**src/rtl/serial_addsub.sv**
```systemverilog
// ---------------------------------------------------------------------------
// serial_addsub
//   Bit-serial adder/subtractor. A single full-adder cell processes one bit
//   per clock, LSB first. A carry flip-flop links the bits.
//   Subtraction is done as A + ~B + ~Cin, so Cout=1 means "no borrow".
//
// Parameters
//   WIDTH        operand/result width in bits (2..64)
//
// Ports
//   clk          rising-edge clock
//   rst_n        synchronous active-low reset
//   Start        request. Sampled only in IDLE or DONE.
//   Sub          0: A+B+Cin, 1: A-B-Cin. Captured with Start.
//   A, B         operands. Captured with Start.
//   Cin          carry-in / borrow-in. Captured with Start.
//   Busy         high while bits are being processed
//   Done         one-cycle pulse when Sum/Cout/Ovf are newly valid
//   Sum          result. Held until the next completion.
//   Cout         carry out (add) or not-borrow (sub)
//   Ovf          two's-complement overflow of the result
//   o_dbg_state  current FSM state (0 IDLE, 1 RUN, 2 DONE)
//
// Handshake: Start is a request without a ready. It is accepted on any edge
// where the FSM is in IDLE or DONE. Done is a one-cycle valid strobe with no
// back-pressure. Busy and Done are decoded from the state register, so they
// are never high together.
// ---------------------------------------------------------------------------
module serial_addsub #(
  parameter int WIDTH = 8
) (
  input  logic             clk,
  input  logic             rst_n,
  input  logic             Start,
  input  logic             Sub,
  input  logic [WIDTH-1:0] A,
  input  logic [WIDTH-1:0] B,
  input  logic             Cin,
  output logic             Busy,
  output logic             Done,
  output logic [WIDTH-1:0] Sum,
  output logic             Cout,
  output logic             Ovf,
  output logic [1:0]       o_dbg_state
);

  localparam int CW = $clog2(WIDTH) + 1;

  typedef enum logic [1:0] {
    S_IDLE = 2'd0,
    S_RUN  = 2'd1,
    S_DONE = 2'd2
  } state_t;

  state_t           r_state;
  state_t           w_next_state;
  logic [WIDTH-1:0] r_op_a;
  logic [WIDTH-1:0] r_op_b;
  logic [WIDTH-1:0] r_res;
  logic             r_carry;
  logic [CW-1:0]    r_cnt;
  logic [WIDTH-1:0] r_sum;
  logic             r_cout;
  logic             r_ovf;

  logic             w_s;
  logic             w_carry_nxt;
  logic             w_last_bit;
  logic             w_accept;

  // Full-adder cell on the current LSBs.
  assign w_s         = r_op_a[0] ^ r_op_b[0] ^ r_carry;
  assign w_carry_nxt = (r_op_a[0] & r_op_b[0]) | (r_op_a[0] & r_carry) |
                       (r_op_b[0] & r_carry);
  assign w_last_bit  = (r_cnt == CW'(WIDTH - 1));
  assign w_accept    = Start && ((r_state == S_IDLE) || (r_state == S_DONE));

  // Next-state logic.
  always_comb begin
    w_next_state = r_state;
    case (r_state)
      S_IDLE:  if (w_accept) w_next_state = S_RUN;
      S_RUN:   if (w_last_bit) w_next_state = S_DONE;
      S_DONE:  w_next_state = w_accept ? S_RUN : S_IDLE;
      default: w_next_state = S_IDLE;
    endcase
  end

  always_ff @(posedge clk) begin
    if (!rst_n) begin
      r_state <= S_IDLE;
      r_op_a  <= '0;
      r_op_b  <= '0;
      r_res   <= '0;
      r_carry <= 1'b0;
      r_cnt   <= '0;
      r_sum   <= '0;
      r_cout  <= 1'b0;
      r_ovf   <= 1'b0;
    end else begin
      r_state <= w_next_state;
      if (w_accept) begin
        // Subtraction becomes addition of the complemented operand and the
        // complemented borrow-in.
        r_op_a  <= A;
        r_op_b  <= Sub ? ~B : B;
        r_carry <= Sub ? ~Cin : Cin;
        r_cnt   <= '0;
        r_res   <= '0;
      end else if (r_state == S_RUN) begin
        r_op_a  <= r_op_a >> 1;
        r_op_b  <= r_op_b >> 1;
        r_res   <= {w_s, r_res[WIDTH-1:1]};
        r_carry <= w_carry_nxt;
        r_cnt   <= r_cnt + 1'b1;
        if (w_last_bit) begin
          // On the MSB cycle r_carry is the carry into the MSB and
          // w_carry_nxt is the carry out of it. Their XOR is the signed
          // overflow.
          r_sum  <= {w_s, r_res[WIDTH-1:1]};
          r_cout <= w_carry_nxt;
          r_ovf  <= r_carry ^ w_carry_nxt;
        end
      end
    end
  end

  assign Busy        = (r_state == S_RUN);
  assign Done        = (r_state == S_DONE);
  assign Sum         = r_sum;
  assign Cout        = r_cout;
  assign Ovf         = r_ovf;
  assign o_dbg_state = r_state;

endmodule

```
**config.mk**
```make
export PLATFORM = sky130hd
export DESIGN_NAME = serial_addsub
export DESIGN_NICKNAME = d
export VERILOG_FILES = /design/src/rtl/serial_addsub.sv
export SDC_FILE = /design/constraint.sdc
export NUM_CORES = 1
export LEC_CHECK = 0
export ABC_AREA = 1
export ABC_CLOCK_PERIOD_IN_PS = 1350
export CORE_MARGIN = 2
export CORE_UTILIZATION = 50
export CTS_CLUSTER_DIAMETER = 80
export DETAILED_ROUTE_END_ITERATION = 10
export PLACE_DENSITY_LB_ADDON = 0.08
export SLEW_MARGIN = 10
export SYNTH_ARGS = -nofsm -noshare
export SYNTH_HDL_FRONTEND = slang
export SYNTH_SLANG_ARGS = --single-unit
```
**constraint.sdc**
```tcl
create_clock -name clk -period 1.35 [get_ports clk]
set_input_delay 0.135 -clock clk [delete_from_list [all_inputs] [get_ports clk]]
set_output_delay 0.135 -clock clk [all_outputs]
set_load 0.005 [all_outputs]
```
==> summary.md, run 1 <==
| Metric | Value |
|---|---|
| CP delay by family, top | `buffers and inverters` |
| DR iter-0 viols | `between 100 and 150` |
| Clock transition at the registers of the reported paths | `0.12 ns` |
| Core ar. | `~3400 um2` |
| Fin area | `between 2000 and 2500 um2` |
| Cts bufs inserted | `5` |
| # nets final | `between 300 and 400` |
| Vias per inst | `around 4.8` |
| Final setup fails | `0` |
| Crit. End Element | `primary output` |
| Fmax achieved | `roughly 0.76 GHz` |
| Gr usage total | `between 20 and 25%` |
| Area leader, netlist | `dfxtp_1` |
| Die area | `~4000 um2` |
| Hold buffers post-CTS | `0` |
| Worst Max-Slew Pin Slew | `between 0.2 and 0.25 ns` |
| Yosys top cell area share | `around 45%` |
| CP Launch Type | `flop` |
| Leakage power | `1.26 nW` |
| Hpwl dp | `about 2900 um` |
| Final period utilization | `between 90% and 100%` |
| Seq/Total Area, Yosys | `45.2%` |
| Synthesized flop and latch total | `40` |
| Final count of hold timing violations | `0` |
| CTS tree | `done` |
| Final WS setup | `0.0401 ns` |
| First-pass GRT wire length | `7130 um` |
| Detailed-route DRC error count | `0` |
| Status | `finished clean` |
| GPL Wtd Cong | `slightly above 0.8` |
| IO Count | `35` |
| Slowest stage delay, CP | `roughly 0.48 ns` |
| Post-Synth Simple-Gate Area | `28.1%` |
| Vias in the first global route | `~1700` |
| Place WS | `-0.0183 ns` |
| Chip height | `around 64 um` |
| Required @ worst endpoint | `between 1 and 1.5 ns` |
| Congestion Overflow GR | `0` |
| Pwr Density | `~1000 nW/um2` |
| Initial Utilization | `between 50% and 60%` |
| Fin crit period | `around 1.3 ns` |
| Synth top area cells | `dfxtp_1 (45%), nand2_1 (10%), o21ai_0 (9.0%), inv_1 (7.6%), nand3_1 (7.1%)` |
| Pin count of the biggest net entering global routing | `15` |
| Clock sink total | `40` |
| Root buffer cell | `clkbuf_4` |
| Syn nets | `about 280` |
| Vias | `between 1500 and 2000` |
| Post-synthesis average cell area | `7.00 um2` |
| Die Wd | `roughly 64 um` |
| Ant. Diodes | `0` |
| Post-Syn Area | `1770 um2` |
| Largest family of logic cells by synthesized area | `simple AND/OR/NAND/NOR gates` |
| Maximum fanout along the worst path | `2` |
| Dpl cells | `340` |
| Clk_lat worst skew | `about 0.35 ns` |
| Slew Viols, Final | `0` |
| Min-delay worst type | `input pin to flop` |
| Worst rel slew slack | `84.5%` |
| Synth Area in Compound Gates | `between 10% and 20%` |
| Synth-to-Final Area Change | `36.3%` |
| Non-filler cells, final | `352` |
| RSZ-0062 raised after global routing | `true` |
| Pre-antenna DRT Iters | `5` |
| Mux contribution to synthesized area | `0%` |
| Max-cap violations | `0` |
| Crit path DAT | `1.17 ns` |
| IO Port Bufs | `34` |
| Count of synthesis-stage warnings from yosys | `0` |
| Initial antenna violation count | `0` |
| Std cell rows | `21` |
| Placed inst area | `around 2300 um2` |
| CP max stage cell | `clkdlybuf4s50_1` |
| Adder-Cell Fraction of Synth Area | `under 10%` |
| Cell Chain, Critical Path | `clkdlybuf4s50_1` |
| Clock tree buffer depth | `2` |
| DR WL/cell | `approximately 11 um` |
| CP bufs+invs | `1` |
| Count of unique library cells instantiated by Yosys | `21` |
| Share of layout cells above drive strength 1 | `around 18%` |
| Mapped Cells | `253` |
| Final ANT Viol Nets | `0` |
| WS Path Type | `flop to primary output` |
| Routed Wire Length | `4020 um` |
| Clock Skew | `approximately 0.011 ns` |
| Xor/xnor share of the synthesized area | `less than 1%` |
| H-tree depth | `2` |
| Worst ir drop on vdd | `between 0.8 and 0.9 mV` |
## cells by family after synthesis
family / after synthesis
adder cells (fa/ha/maj): 2
buffers and inverters: 47
AO/OA/AOI/OAI: 46
XOR/XNOR: 2
flip-flops: 40
AND/OR/NAND/NOR: 116
## final timing paths
kind | endpoint | slack, ns | cells after the start | start
min | r_op_a[7]$_SDFFE_PN0P_ | 0.36 | 3 | A[7]
min reg2reg | r_op_b[7]$_SDFFE_PN0P_ | 0.47 | 2 | r_op_b[7]$_SDFFE_PN0P_
max | Sum[7] | 0.04 | 1 | Sum[7]$_SDFFE_PN0P_
max reg2reg | Ovf$_SDFFE_PN0P_ | 0.08 | 4 | r_op_a[0]$_SDFFE_PN0P_
## placed cells by master (no fill, tap or decap), types with 2 or more instances in the layout
| cell | synthesis | final |
|---|---|---|
| xor2_1 | 2 | 2 |
| clkbuf_4 | 0 | 5 |
| inv_1 | 36 | 36 |
| buf_6 | 0 | 3 |
| clkdlybuf4s50_1 | 0 | 21 |
| nand2_1 | 48 | 46 |
| dlymetal6s2s_1 | 0 | 9 |
| o21ai_0 | 32 | 25 |
| dfxtp_1 | 40 | 26 |
| nor2_2 | 2 | 3 |
| nor2_1 | 32 | 31 |
| nand2_4 | 1 | 3 |
| buf_4 | 3 | 17 |
| nand2_2 | 2 | 2 |
| a21oi_1 | 14 | 14 |
| o21ai_1 | 0 | 7 |
| dlygate4sd2_1 | 0 | 2 |
| nor3_1 | 5 | 5 |
| dfxtp_2 | 0 | 13 |
| nand3_1 | 25 | 25 |
## power by group
| part | switching [mW] | internal [mW] |
|---|---|---|
| Clock | 0.384 | 0.255 |
| Sequential | 0.0358 | 1.25 |
| Combinational | 0.228 | 0.204 |
## final cells by class
cell class	instances	area (um2)
timing repair buffer	55	537
sequential	40	821
fill	304	948
clock inverter	1	7.51
inverter	37	139
tap	46	57.6
clock buffer	7	55.1
multi-input combinational	166	798
## routing by layer
layer / GRT usage, % / vias up / routed length [um]
li1: - / 900 / -
met2: 35.8 / 34 / 1840
met4: 7.07 / 0 / 51
met3: 6.79 / 7 / 209
met5: 0 / - / 0
met1: 29.2 / 751 / 1920
## per-stage QoR
stage | total power, mW | hold WS [ns] | setup TNS (ns) | utilization (%)
after floorplan | 1.54 | 0.270 | 0 | -
after global placement | 1.72 | 0.450 | -0.0466 | 67.1
after detailed placement | 1.72 | 0.453 | -0.0970 | 67.1
after CTS | 2.35 | 0.357 | 0 | 69.5
after global routing | 2.49 | 0.402 | -0.00785 | 71.8
final | 2.35 | 0.358 | 0 | 71.8
## registers in the layout (all words and copies together) (netlist names)
register / flops
Sum: 8
r_op_a: 8
r_op_b: 8
r_res: 7
r_cnt: 4
o_dbg_state: 2
Cout: 1
Ovf: 1
r_carry: 1
## synth_stat cells (all sizes together)
cell type	number
a21oi	14
buf	7
clkbuf	3
dfxtp	40
fa	1
ha	1
inv	37
nand2	51
nand3	25
nor2	35
nor3	5
o21ai	32
xor2	2
## what timing repair did
action                     4_1_cts  5_1_grt
buffers inserted                 2        2
gates resized for setup         14       34
setup endpoints to repair        8       28
pin swaps                        1        3
Power figures use the tool's default switching activity.
==> inputs of run 2 (changes only) <==
--- a/config.mk
+++ b/config.mk
@@ -8,10 +8,11 @@
 export ABC_AREA = 1
 export ABC_CLOCK_PERIOD_IN_PS = 1350
 export CORE_MARGIN = 2
-export CORE_UTILIZATION = 50
+export CORE_UTILIZATION = 35
 export CTS_CLUSTER_DIAMETER = 80
 export DETAILED_ROUTE_END_ITERATION = 10
 export PLACE_DENSITY_LB_ADDON = 0.08
+export RECOVER_POWER = 25
 export SLEW_MARGIN = 10
 export SYNTH_ARGS = -nofsm -noshare
 export SYNTH_HDL_FRONTEND = slang
==> run 2 against run 1 <==
Compared with the run above: first-iteration DRC count is 29% lower; sequential power hardly changed; sequential share of layout area is 1.8 points lower; clock skew is 0.0038 ns lower; power is 31% higher; via count is 0.53% higher; sequential cell count stayed put; die area is 40% higher; critical path type unchanged; critical endpoint is now o_dbg_state[1]; largest cell class is now multi-input combinational cells.
==> summary.md, run 2 (synthesis gave the netlist of run 1 again) <==
| Metric | Value |
|---|---|
| Status | `finished clean` |
| Final period utilization | `between 90% and 100%` |
| Worst Max-Slew Pin Slew | `between 0.2 and 0.25 ns` |
| Slowest stage delay, CP | `about 0.51 ns` |
| CP delay by family, top | `buffers and inverters` |
| Cts bufs inserted | `5` |
| Chip height | `around 75 um` |
| Most frequent cells in the layout | `nand2_1 (47), dfxtp_1 (37), inv_1 (36)` |
| Vias per inst | `~4.5` |
| Initial antenna violation count | `0` |
| Congestion Overflow GR | `0` |
| Top sig layer | `met4` |
| Fin crit period | `between 1 and 1.5 ns` |
| FF-to-FF End | `Cout$_SDFFE_PN0P_` |
| GPL Wtd Cong | `roughly 0.79` |
| DR iter-0 viols | `77` |
| Clock sink total | `40` |
| H-tree depth | `2` |
| CP bufs+invs | `1` |
| CP max stage cell | `clkdlybuf4s50_1` |
| Crit path DAT | `between 1 and 1.5 ns` |
| Gr usage total | `around 17%` |
| IO Count | `35` |
| Reg2Reg Depth | `6` |
| CTS tree | `done` |
| Die area | `5650 um2` |
| DR WL/cell | `about 12 um` |
| Max-cap violations | `0` |
| Area of the multi-input gates | `roughly 800 um2` |
| Hold Path Origin | `A[7]` |
| Worst hold stages | `3` |
| Pwr Density | `1230 nW/um2` |
| Fmax achieved | `between 0.7 and 0.8 GHz` |
| Share of layout cells above drive strength 1 | `14.0%` |
| Most common cell after layout, fill and taps aside | `nand2_1` |
| Clock tree buffer depth | `2` |
| Register Area | `about 800 um2` |
| WHS Endpoint | `r_op_a[7]$_SDFFE_PN0P_` |
| Synth-to-Final Area Change | `41.2%` |
| Pin count of the biggest net entering global routing | `18` |
| Die Wd | `75.1 um` |
| Met1 wire length | `2280 um` |
| Required @ worst endpoint | `approximately 1.2 ns` |
| Final count of hold timing violations | `0` |
| Clock transition at the registers of the reported paths | `~0.08 ns` |
| Reg2reg setup slack | `around 0.1 ns` |
| Met2 WL | `about 1900 um` |
| Fin Setup TNS | `0 ns` |
| First-pass GRT wire length | `~7400 um` |
| Pre-antenna DRT Iters | `5` |
| Std cell rows | `25` |
| WS Path Type | `flop to primary output` |
| Slew Viols, Final | `0` |
| Crit path launch | `o_dbg_state[1]$_SDFFE_PN0P_` |
| Leakage power | `1.11 nW` |
| Cell Chain, Critical Path | `clkdlybuf4s50_1` |
| Ant. Diodes | `0` |
| Vias in the first global route | `1581` |
| Root buffer cell | `clkbuf_8` |
| Core ar. | `~4800 um2` |
| Hpwl dp | `slightly above 3000 um` |
| FF-to-FF Start | `r_cnt[1]$_SDFFE_PP0P_` |
| Maximum fanout along the worst path | `3` |
| IO Port Bufs | `34` |
| # nets final | `~330` |
| Clk_lat worst skew | `0.29 ns` |
| # fillers | `512` |
| Initial Utilization | `36.8%` |
| Clock Skew | `0.00693 ns` |
| Routed Wire Length | `4420 um` |
| Routed wl met3 | `178 um` |
| Crit. End Element | `primary output` |
| Vias | `roughly 1700` |
| Min-delay worst type | `input pin to flop` |
| Final setup fails | `0` |
| Worst rel slew slack | `a little over four fifths` |
| CP Launch Type | `flop` |
| Final ANT Viol Nets | `0` |
| Detailed-route DRC error count | `0` |
| Final core occ | `51.9%` |
| Worst ir drop on vdd | `0.772 mV` |
[run 2: metrics by stage]
stage / setup slack [ns] / cells / instance area (um2) / hold WS (ns) / total power [mW]
2_1_floorplan: 0.178 / 253 / 1770 / 0.270 / 1.54
3_3_place_gp: -0.0482 / 361 / 2280 / 0.457 / 1.73
3_5_place_dp: -0.0309 / 361 / 2280 / 0.456 / 1.73
4_1_cts: 0.0106 / 371 / 2460 / 0.454 / 3.09
5_1_grt: -0.00159 / 374 / 2500 / 0.463 / 3.23
6_report: 0.0598 / 374 / 2500 / 0.444 / 3.07
[run 2: power by group]
| group | leakage (nW) | switching, mW | internal (mW) | total (mW) |
|---|---|---|---|---|
| registers | 0.328 | 0.0360 | 1.25 | 1.28 |
| logic | 0.702 | 0.233 | 0.202 | 0.434 |
| clock network | 0.0784 | 0.431 | 0.925 | 1.36 |
[run 2: per-layer routing]
| metal | up-vias | GRT usage [%] |
|---|---|---|
| li1 | 902 | - |
| met1 | 762 | 24.7 |
| met2 | 30 | 25.9 |
| met3 | 7 | 3.75 |
| met4 | 0 | 5.26 |
| met5 | - | 0 |
[run 2: area by class of cell]
class,instances,area share [%]
sequential,40,32.2
multi-input combinational,167,32.5
tap,67,3.35
clock inverter,3,3.60
inverter,37,5.55
timing repair buffer,55,20.0
clock buffer,5,2.75
[run 2: how the worst max path moves through the flow]
stage,end,slack (ns),depth (start not counted)
floorplan,r_op_b[3]$_SDFFE_PN0P_,0.18,6
global placement,r_cnt[0]$_SDFFE_PP0P_,-0.05,8
detailed placement,r_cnt[0]$_SDFFE_PP0P_,-0.03,8
CTS,Sum[7]$_SDFFE_PN0P_,0.01,5
global route,Cout$_SDFFE_PN0P_,-0.002,6
finish,o_dbg_state[1],0.06,1
[run 2: timing repair]
action / 4_1_cts / 5_1_grt
pin swaps: 1 / 3
hold endpoints to repair: 0 / 0
gates resized for setup: 6 / 15
endpoints found under the setup margin: 5 / 17
hold buffers: 0 / 0
cloned: 0 / 2
setup buffers: 2 / 1
